`src/rtl/adder_share_pkg.sv`:
```
// adder_share_pkg: shared helpers for the shared-adder arbiter slice.
//   id_width       - requester tag width for a given requester count
//   last_grant_rst - reset value of the round-robin pointer (requester 0 wins first)
//   slice_lo       - low bit of requester idx inside a packed operand bus
package adder_share_pkg;

  function automatic int unsigned id_width(input int unsigned num_req);
    return (num_req > 1) ? $clog2(num_req) : 1;
  endfunction

  function automatic int unsigned last_grant_rst(input int unsigned num_req);
    return num_req - 1;
  endfunction

  function automatic int unsigned slice_lo(input int unsigned idx, input int unsigned width);
    return idx * width;
  endfunction

endpackage

```
`src/rtl/adder.sv`:
```
// adder: N-bit Kogge-Stone adder, no carry in.
//   A, B - operands
//   Sum  - (A + B) mod 2^N
//   Cout - carry out of bit N-1
module adder #(
  parameter int unsigned N = 4
) (
  input  logic [N-1:0] A,
  input  logic [N-1:0] B,
  output logic [N-1:0] Sum,
  output logic         Cout
);

  logic [N-1:0] p0;
  logic [N-1:0] g;
  logic [N-1:0] p;
  logic [N-1:0] gn;
  logic [N-1:0] pn;

  // Prefix tree: after the loop g[i] is the carry out of bit i.
  always_comb begin
    p0 = A ^ B;
    g  = A & B;
    p  = p0;
    gn = '0;
    pn = '0;
    for (int unsigned d = 1; d < N; d = d * 2) begin
      gn = g;
      pn = p;
      for (int unsigned i = d; i < N; i++) begin
        gn[i] = g[i] | (p[i] & g[i-d]);
        pn[i] = p[i] & p[i-d];
      end
      g = gn;
      p = pn;
    end
  end

  assign Sum  = p0 ^ (g << 1);
  assign Cout = g[N-1];

endmodule

```
`src/rtl/rr_arbiter.sv`:
```
// rr_arbiter: combinational round-robin picker.
//   req        - request vector
//   last_grant - index granted most recently; search starts just after it
//   en         - when low, grant is all zero (grant_idx still reports the pick)
//   grant      - one-hot grant
//   grant_idx  - index of the picked requester
module rr_arbiter
  import adder_share_pkg::*;
#(
  parameter int unsigned NUM_REQ = 4,
  localparam int unsigned IdW    = id_width(NUM_REQ)
) (
  input  logic [NUM_REQ-1:0] req,
  input  logic [IdW-1:0]     last_grant,
  input  logic               en,
  output logic [NUM_REQ-1:0] grant,
  output logic [IdW-1:0]     grant_idx
);

  logic           found;
  logic [IdW-1:0] idx;

  always_comb begin
    grant     = '0;
    grant_idx = '0;
    found     = 1'b0;
    idx       = '0;
    for (int unsigned k = 1; k <= NUM_REQ; k++) begin
      idx = IdW'((32'(last_grant) + k) % NUM_REQ);
      if (!found && req[idx]) begin
        found     = 1'b1;
        grant_idx = idx;
      end
    end
    if (en && found) grant[grant_idx] = 1'b1;
  end

endmodule

```
`src/rtl/adder_share_arbiter.sv`:
```
// adder_share_arbiter: round-robin sharing of one adder among NUM_REQ clients.
// Two-stage pipeline: s1 holds the accepted operands, stage 2 holds the
// registered sum as a valid/ready response tagged with the requester index.
//   clk, rst            - clock, asynchronous active-high reset
//   req_valid/req_ready - per-requester handshake (ready is one-hot or zero)
//   req_a, req_b        - packed operands, requester i at [i*N +: N]
//   rsp_valid/rsp_ready - response handshake
//   rsp_id/sum/cout     - response payload
//   busy                - any stage occupied
module adder_share_arbiter
  import adder_share_pkg::*;
#(
  parameter int unsigned N       = 4,
  parameter int unsigned NUM_REQ = 4,
  parameter int unsigned ID_W    = id_width(NUM_REQ)
) (
  input  logic                 clk,
  input  logic                 rst,
  input  logic [NUM_REQ-1:0]   req_valid,
  output logic [NUM_REQ-1:0]   req_ready,
  input  logic [NUM_REQ*N-1:0] req_a,
  input  logic [NUM_REQ*N-1:0] req_b,
  output logic                 rsp_valid,
  input  logic                 rsp_ready,
  output logic [ID_W-1:0]      rsp_id,
  output logic [N-1:0]         rsp_sum,
  output logic                 rsp_cout,
  output logic                 busy
);

  localparam logic [ID_W-1:0] LastGrantRst = ID_W'(last_grant_rst(NUM_REQ));

  logic            s1_valid;
  logic [N-1:0]    s1_a;
  logic [N-1:0]    s1_b;
  logic [ID_W-1:0] s1_id;
  logic [ID_W-1:0] last_grant;

  logic            s2_load;
  logic            s1_adv;
  logic            accept;
  logic            fire;
  logic [ID_W-1:0] grant_idx;
  logic [N-1:0]    sel_a;
  logic [N-1:0]    sel_b;
  logic [N-1:0]    sum;
  logic            cout;

  assign s2_load = !rsp_valid | rsp_ready;
  assign s1_adv  = s1_valid & s2_load;
  assign accept  = !s1_valid | s1_adv;

  // Gating with rst keeps req_ready low for the whole reset, not just after the edge.
  rr_arbiter #(
    .NUM_REQ (NUM_REQ)
  ) u_arb (
    .req        (req_valid),
    .last_grant (last_grant),
    .en         (accept & ~rst),
    .grant      (req_ready),
    .grant_idx  (grant_idx)
  );

  assign fire  = |req_ready;
  assign sel_a = req_a[slice_lo(32'(grant_idx), N) +: N];
  assign sel_b = req_b[slice_lo(32'(grant_idx), N) +: N];

  adder #(
    .N (N)
  ) u_adder (
    .A    (s1_a),
    .B    (s1_b),
    .Sum  (sum),
    .Cout (cout)
  );

  always_ff @(posedge clk or posedge rst) begin
    if (rst) begin
      s1_valid   <= 1'b0;
      s1_a       <= '0;
      s1_b       <= '0;
      s1_id      <= '0;
      last_grant <= LastGrantRst;
      rsp_valid  <= 1'b0;
      rsp_id     <= '0;
      rsp_sum    <= '0;
      rsp_cout   <= 1'b0;
    end else begin
      // s1 refills on accept; drains to empty when it advances with no new request.
      if (accept) s1_valid <= fire;
      if (fire) begin
        s1_a       <= sel_a;
        s1_b       <= sel_b;
        s1_id      <= grant_idx;
        last_grant <= grant_idx;
      end
      if (s2_load) rsp_valid <= s1_valid;
      if (s1_adv) begin
        rsp_sum  <= sum;
        rsp_cout <= cout;
        rsp_id   <= s1_id;
      end
    end
  end

  assign busy = s1_valid | rsp_valid;

endmodule

```
`config.mk`:
```
export PLATFORM = sky130hd
export DESIGN_NAME = adder_share_arbiter
export DESIGN_NICKNAME = d
export VERILOG_FILES = /design/src/rtl/adder_share_pkg.sv /design/src/rtl/adder.sv /design/src/rtl/rr_arbiter.sv /design/src/rtl/adder_share_arbiter.sv
export SDC_FILE = /design/constraint.sdc
export NUM_CORES = 1
export LEC_CHECK = 0
export BUFFER_PORTS_ARGS = -buffer_cell sky130_fd_sc_hd__buf_2
export CORE_UTILIZATION = 52
export DETAILED_ROUTE_END_ITERATION = 8
export PLACE_DENSITY = 0.95
export SYNTH_ARGS = -nofsm -noshare
export SYNTH_HDL_FRONTEND = slang
export SYNTH_SLANG_ARGS = --single-unit
```
`constraint.sdc`:
```
create_clock -name clk -period 4.7 [get_ports clk]
set_clock_uncertainty 0.15 [all_clocks]
set_input_delay 1.41 -clock clk [delete_from_list [all_inputs] [get_ports clk]]
set_output_delay 1.41 -clock clk [all_outputs]
set_load 0.02 [all_outputs]
```
==> flow_summary_export.csv, run 1 <==
group,metric,value,unit
floorplanning,die_width,52.3,microns
placed_design,finalWeightedCongestion,0.789,
floorplanning,io_pins,52,
floorplanning,fp-row-count,17,
timing,rsz0062_at_grt,"no",
placed_design,placed_cells,198,
run_status,run_status,"completed",
synth,synth-seq-area-share,0.401,
clocking,cts_hold_buf,0,
synth,synthCells,122,
route,drc,0,
run,maxCapViolCount,0,
grt,grt_pass1_vias,1111,
finish,design_area,1610,sq um
grt,antenna_found_initial,0,
floorplanning,die_h,52.3,microns
setup_path,critPathArrivalTime,2580,ps
power,p_leak,0.843,nW
floorplanning,initial_core_util,0.574,
clocking,insertion_delay,300,ps
setup_path,endpoint_kind,"primary output",
setup_path,slowest_delay,480,ps
route,routedWlPerCell,13.7,microns
setup_path,cpMostUsedCell,"buf_2",
timing,period_share,0.881,
floorplanning,core,2300,sq um
setup_path,reg2reg_depth,6,
clocking,post_cts_buffers,0,
synth,netlist_area,1320,sq um
route,vias,1050,
setup_path,crit_chain,"buf_2 -> nand2b_1 -> o21ai_0 -> a211o_2 -> nor2b_1 -> buf_2",
timing,final-setup-viol-count,0,
route,route.antenna.remaining_nets,0,
grt,grt_pass1_wl,4750,microns
clocking,clock-sinks,21,
placed_design,dpl_cell_area,1580,sq um
clocking,clk_pin_slew,110,ps
route,vias_per_cell,5.20,
finish,syn_to_final_growth,21.8,%
power,powerDensity,473,nW/um^2
finish,nets,219,
floorplanning,die_area,2740,sq um
timing,fin_crit,4140,ps
clocking,h-tree-depth,1,
setup_path,critPathMaxFanout,13,
grt,grt_max_degree,22,
setup_path,cp.depth,6,
timing,worst_pin_slew,766,ps
setup_path,cp_top_family,"compound AO/OA/AOI/OAI gates",
grt,track_usage,0.240,
power,irDropWorstVdd,0.312,mV
synth,synthTopCellsByArea,"dfrtp_1, mux2i_1, mux2_2",
clocking,cts_tree,"done",
placed_design,place_hpwl,2270,microns
synth,ys_types,27,
synth,yosys.area.top_type_share,0.361,
timing,tns,0,ps
setup_path,cp_data_required_time,3140,ps
timing,hold_viol,0,
clocking,clockBufferDepth,2,
synth,ys_ff_latch,21,
finish,diodes,0,
synth,yosysTopAreaCell,"dfrtp_1",
clocking,cts_buffers,3,
route,drt-total-wl,2760,microns
placed_design,numPortBuffers,51,
synth,avgSynthCellArea,10.8,sq um
synth,yosys_warnings,0,
finish,fillCellCount,181,
setup_path,crit_path_top_delay_cell,"a211o_2",
hold_path,holdCritPathClass,"reg2reg",
timing,fmax,241,MHz
clocking,cts_resized,0,
synth,syn-num-nets,166,
finish,drive_gt1_frac,0.425,
route,drtPass1Iterations,4,
route,first_iter_violations,10,
timing,relSlewSlack,0.489,
finish,fin_cells,202,
setup_path,critPathKind,"in2out",
setup_path,crit_buf_inv,2,
hold_path,hold_depth,2,
grt,grt_overflow,0,
clocking,cts_root_buffer,"clkbuf_4",
setup_path,crit_path_start_kind,"input pin",
timing,slew_violations,0,
## power breakdown
group	switching, mW	internal (mW)	total, mW
logic	0.202	0.180	0.381
registers	0.0413	0.251	0.293
clock network	0.0526	0.0331	0.0857
total	0.296	0.464	0.760
## flip-flops by register name, summed over array words and instances (netlist names)
name,cells
last_grant,2
rsp_cout,1
rsp_id,2
rsp_sum,4
rsp_valid,1
s1_a,4
s1_b,4
s1_id,2
s1_valid,1
## per-stage QoR
step                worst slack (ps)   util  power, mW  hold slack (ps)
global placement                 602  0.687      0.654              318
finish                           558  0.699      0.760              340
floorplan                        599      -      0.584              312
detailed placement               543  0.687      0.679              324
CTS                              543  0.699      0.768              352
global route                     442  0.699      0.817              402
## cell usage in the layout (no fill, tap or decap), drive strengths merged, types with 4 or more instances in the layout
| cell | Yosys | layout |
|---|---|---|
| buf | 4 | 53 |
| clkbuf | 1 | 4 |
| dfrtp | 19 | 19 |
| ha | 4 | 4 |
| inv | 8 | 8 |
| mux2 | 10 | 10 |
| mux2i | 24 | 24 |
| nand2 | 7 | 7 |
| nand2b | 4 | 4 |
| nor2 | 8 | 8 |
| nor2b | 4 | 4 |
| o21ai | 9 | 9 |
## routing by layer
| layer | wire length (microns) | vias up | global-route usage |
|---|---|---|---|
| li1 | - | 525 | - |
| met1 | 1050 | 480 | 0.254 |
| met2 | 1540 | 41 | 0.464 |
| met3 | 135 | 4 | 0.0580 |
| met4 | 40 | 0 | 0.0614 |
| met5 | 0 | - | 0 |
## synthesized netlist by cell type
library cell	count
nor3_1	1
ha_1	4
mux2_2	10
o21a_1	1
or2_2	2
dfrtp_1	19
mux2i_1	24
a21oi_1	3
nor2_1	8
nor3b_2	1
o21ai_0	9
clkbuf_1	1
nor2b_1	4
nor4_1	1
buf_12	1
a211oi_2	2
buf_2	1
nand2b_1	4
xor2_1	2
a21o_1	2
buf_6	2
a211o_2	1
nand2_1	7
fa_1	1
dfstp_2	2
inv_1	8
or2b_1	1
## worst register-to-register path, delay by kind of cell, from the launching register on
| family | cells | cell delay [ps] |
|---|---|---|
| mux | 3 | 600 |
| flops | 1 | 590 |
| buf+inv | 1 | 320 |
| compound gates | 1 | 250 |
| simple gates | 1 | 70 |
## area by class of cell
class	instances	area, sq um	area share
Clock buffer	4	26.3	0.0164
Inverter	8	30.0	0.0187
Multi-Input combinational cell	88	716	0.446
Sequential cell	21	528	0.329
Tap cell	28	35.0	0.0218
Timing Repair Buffer	53	270	0.168
## cell families (layout without fill, tap and decap cells)
kind of cell               count (synthesis)  count (layout)  share of synthesized area
muxes                                     34              34                      0.268
and+or+nand+nor                           29              29                      0.114
DFF                                       21              21                      0.401
AOI/OAI and AO/OA                         18              18                     0.0893
buffers and inverters                     13              65                     0.0617
adders and majority gates                  5               5                     0.0532
xor gates and xnor gates                   2               2                     0.0133
## final timing paths
kind,start,to,slack [ps]
worst max-delay path,req_valid[3],req_ready[3],560
worst min-delay path,rsp_sum[1],rsp_sum[1],340
worst max register to register,last_grant[1],s1_a[3],2610
worst min register to register,rsp_sum[1],rsp_sum[1],340
max in group asynchronous,rst,s1_a[0],2820
min in group asynchronous,rst,s1_valid,1100
Note: power is estimated with default switching activity, not from simulation.
==> run 2, diff against run 1 <==
--- a/config.mk
+++ b/config.mk
@@ -6,9 +6,10 @@
 export NUM_CORES = 1
 export LEC_CHECK = 0
 export BUFFER_PORTS_ARGS = -buffer_cell sky130_fd_sc_hd__buf_2
-export CORE_UTILIZATION = 52
+export CORE_UTILIZATION = 43
 export DETAILED_ROUTE_END_ITERATION = 8
-export PLACE_DENSITY = 0.95
+export PLACE_DENSITY_LB_ADDON = 0.12
+export SLEW_MARGIN = 20
 export SYNTH_ARGS = -nofsm -noshare
 export SYNTH_HDL_FRONTEND = slang
 export SYNTH_SLANG_ARGS = --single-unit
==> constraint.sdc (replaced) <==
create_clock -name clk -period 3.6 [get_ports clk]
set_clock_uncertainty 0.15 [all_clocks]
set_input_delay 1.08 -clock clk [delete_from_list [all_inputs] [get_ports clk]]
set_output_delay 1.08 -clock clk [all_outputs]
set_load 0.02 [all_outputs]
==> run 2 against run 1 <==
  * The run now ends with design-rule violations left
  * Worst setup slack worse by 310 ps
  * Count of clock-buffer cells in the layout stayed put
  * Flip-flop and latch count stayed put
  * Clock power is 27% higher
  * Cell count is 2.0% higher
  * Combinational power is 27% higher
  * Critical path type unchanged
  * Largest power group unchanged
==> flow_summary_export.csv, run 2 (synthesized netlist as in run 1, its figures left out) <==
group,metric,value,unit
floorplanning,core,2830,sq um
grt,grt_pass1_wl,4490,microns
grt,grt_max_degree,22,
route,drc,5,
timing,tns,0,ps
placed_design,finalWeightedCongestion,0.726,
floorplanning,io_pins,52,
clocking,post_cts_buffers,0,
clocking,clock-sinks,21,
timing,fin_crit,3350,ps
timing,period_share,0.931,
finish,diodes,0,
setup_path,endpoint_kind,"primary output",
grt,track_usage,0.175,
finish,design_area,1610,sq um
placed_design,dpl_cell_area,1580,sq um
route,drt-total-wl,2470,microns
route,route.antenna.remaining_nets,0,
finish,fillCellCount,269,
route,highest_layer,"met4",
setup_path,critPathKind,"in2out",
timing,final-setup-viol-count,0,
timing,rsz0062_at_grt,"no",
power,power.total,0.971,mW
clocking,cts_buffers,3,
timing,fin_hold_ws,331,ps
setup_path,critPathArrivalTime,2120,ps
floorplanning,initial_core_util,0.466,
timing,slew_violations,0,
finish,final_core_util,0.569,
clocking,cts_resized,0,
floorplanning,die_h,57.4,microns
route,first_iter_violations,53,
run,maxCapViolCount,0,
hold_path,holdCritPathClass,"reg2reg",
route,vias,1060,
run_status,run_status,"finished, violations left",
route,met1_length,1000,microns
grt,grt_pass1_vias,1107,
clocking,clockBufferDepth,2,
floorplanning,die_width,57.4,microns
clocking,h-tree-depth,1,
timing,fmax,298,MHz
finish,final_cell_mix,"buf_2, mux2i_1, dfrtp_1, mux2_2, o21ai_0",
finish,nets,220,
route,drtPass1Iterations,6,
timing,hold_viol,0,
floorplanning,die_area,3290,sq um
timing,relSlewSlack,0.484,
placed_design,numPortBuffers,51,
finish,top_regs,"rsp_sum x4, s1_a x4, s1_b x4",
power,p_leak,0.846,nW
placed_design,place_ws,264,ps
route,met3WireLength,117,microns
timing,worst_pin_slew,774,ps
floorplanning,fp-row-count,19,
clocking,cts_tree,"done",
finish,drive_gt1_frac,0.429,
clocking,clk_pin_slew,110,ps
setup_path,cp_data_required_time,2370,ps
placed_design,place_hpwl,2030,microns
run_status,violations,"design-rule violations",
route,vias_per_cell,5.15,
setup_path,crit_path_start_kind,"input pin",
clocking,cts_root_buffer,"clkbuf_4",
finish,syn_to_final_growth,22.1,%
route,route.met2.wl,1320,microns
power,irDropWorstVdd,0.385,mV
clocking,insertion_delay,300,ps
power,powerDensity,604,nW/um^2
route,routedWlPerCell,12.0,microns
grt,antenna_found_initial,0,
finish,fin_cells,206,
timing,worst_slack,249,ps
finish,final_common_cell,"buf_2",
setup_path,critPathMaxFanout,5,
placed_design,placed_cells,202,
grt,grt_overflow,0,
clocking,cts_hold_buf,0,
run 2: cell types whose count changed in the layout (fill, tap and decap cells not counted):
| cell | change |
|---|---|
| a211oi_2 | +1 |
| a211oi_4 | -1 |
| buf_4 | +1 |
run 2: layout make-up:
type	count	area (sq um)	share of cell area
Clock buffer	4	26.3	0.0163
Inverter	8	30.0	0.0187
Multi-Input combinational cell	88	708	0.440
Sequential cell	21	528	0.328
Tap cell	31	38.8	0.0241
Timing Repair Buffer	54	278	0.173
run 2: critical path, cell delays in order:
cell	delay [ps]
buf_2	130
nor4_1	430
a211oi_2	130
nand2_1	150
nor2b_1	50
buf_2	150
run 2: power by group:
part           switching [mW]  internal (mW)
Combinational           0.251          0.233
Sequential             0.0502          0.328
Clock                  0.0657         0.0431
Total                   0.367          0.605
run 2: layer usage:
layer	track usage	vias up
li1	-	526
met1	0.189	493
met2	0.334	37
met3	0.0522	4
met4	0.0383	0
met5	0	-
run 2: final timing paths:
check	start	end	slack (ps)	cells after the start
worst max-delay path	req_valid[3]	req_ready[3]	250	6
worst min-delay path	rsp_id[1]	rsp_id[1]	330	2
worst max register to register	last_grant[1]	s1_a[3]	1490	6
worst min register to register	rsp_id[1]	rsp_id[1]	330	2
max in group asynchronous	rst	s1_a[3]	2030	2
min in group asynchronous	rst	rsp_valid	780	2
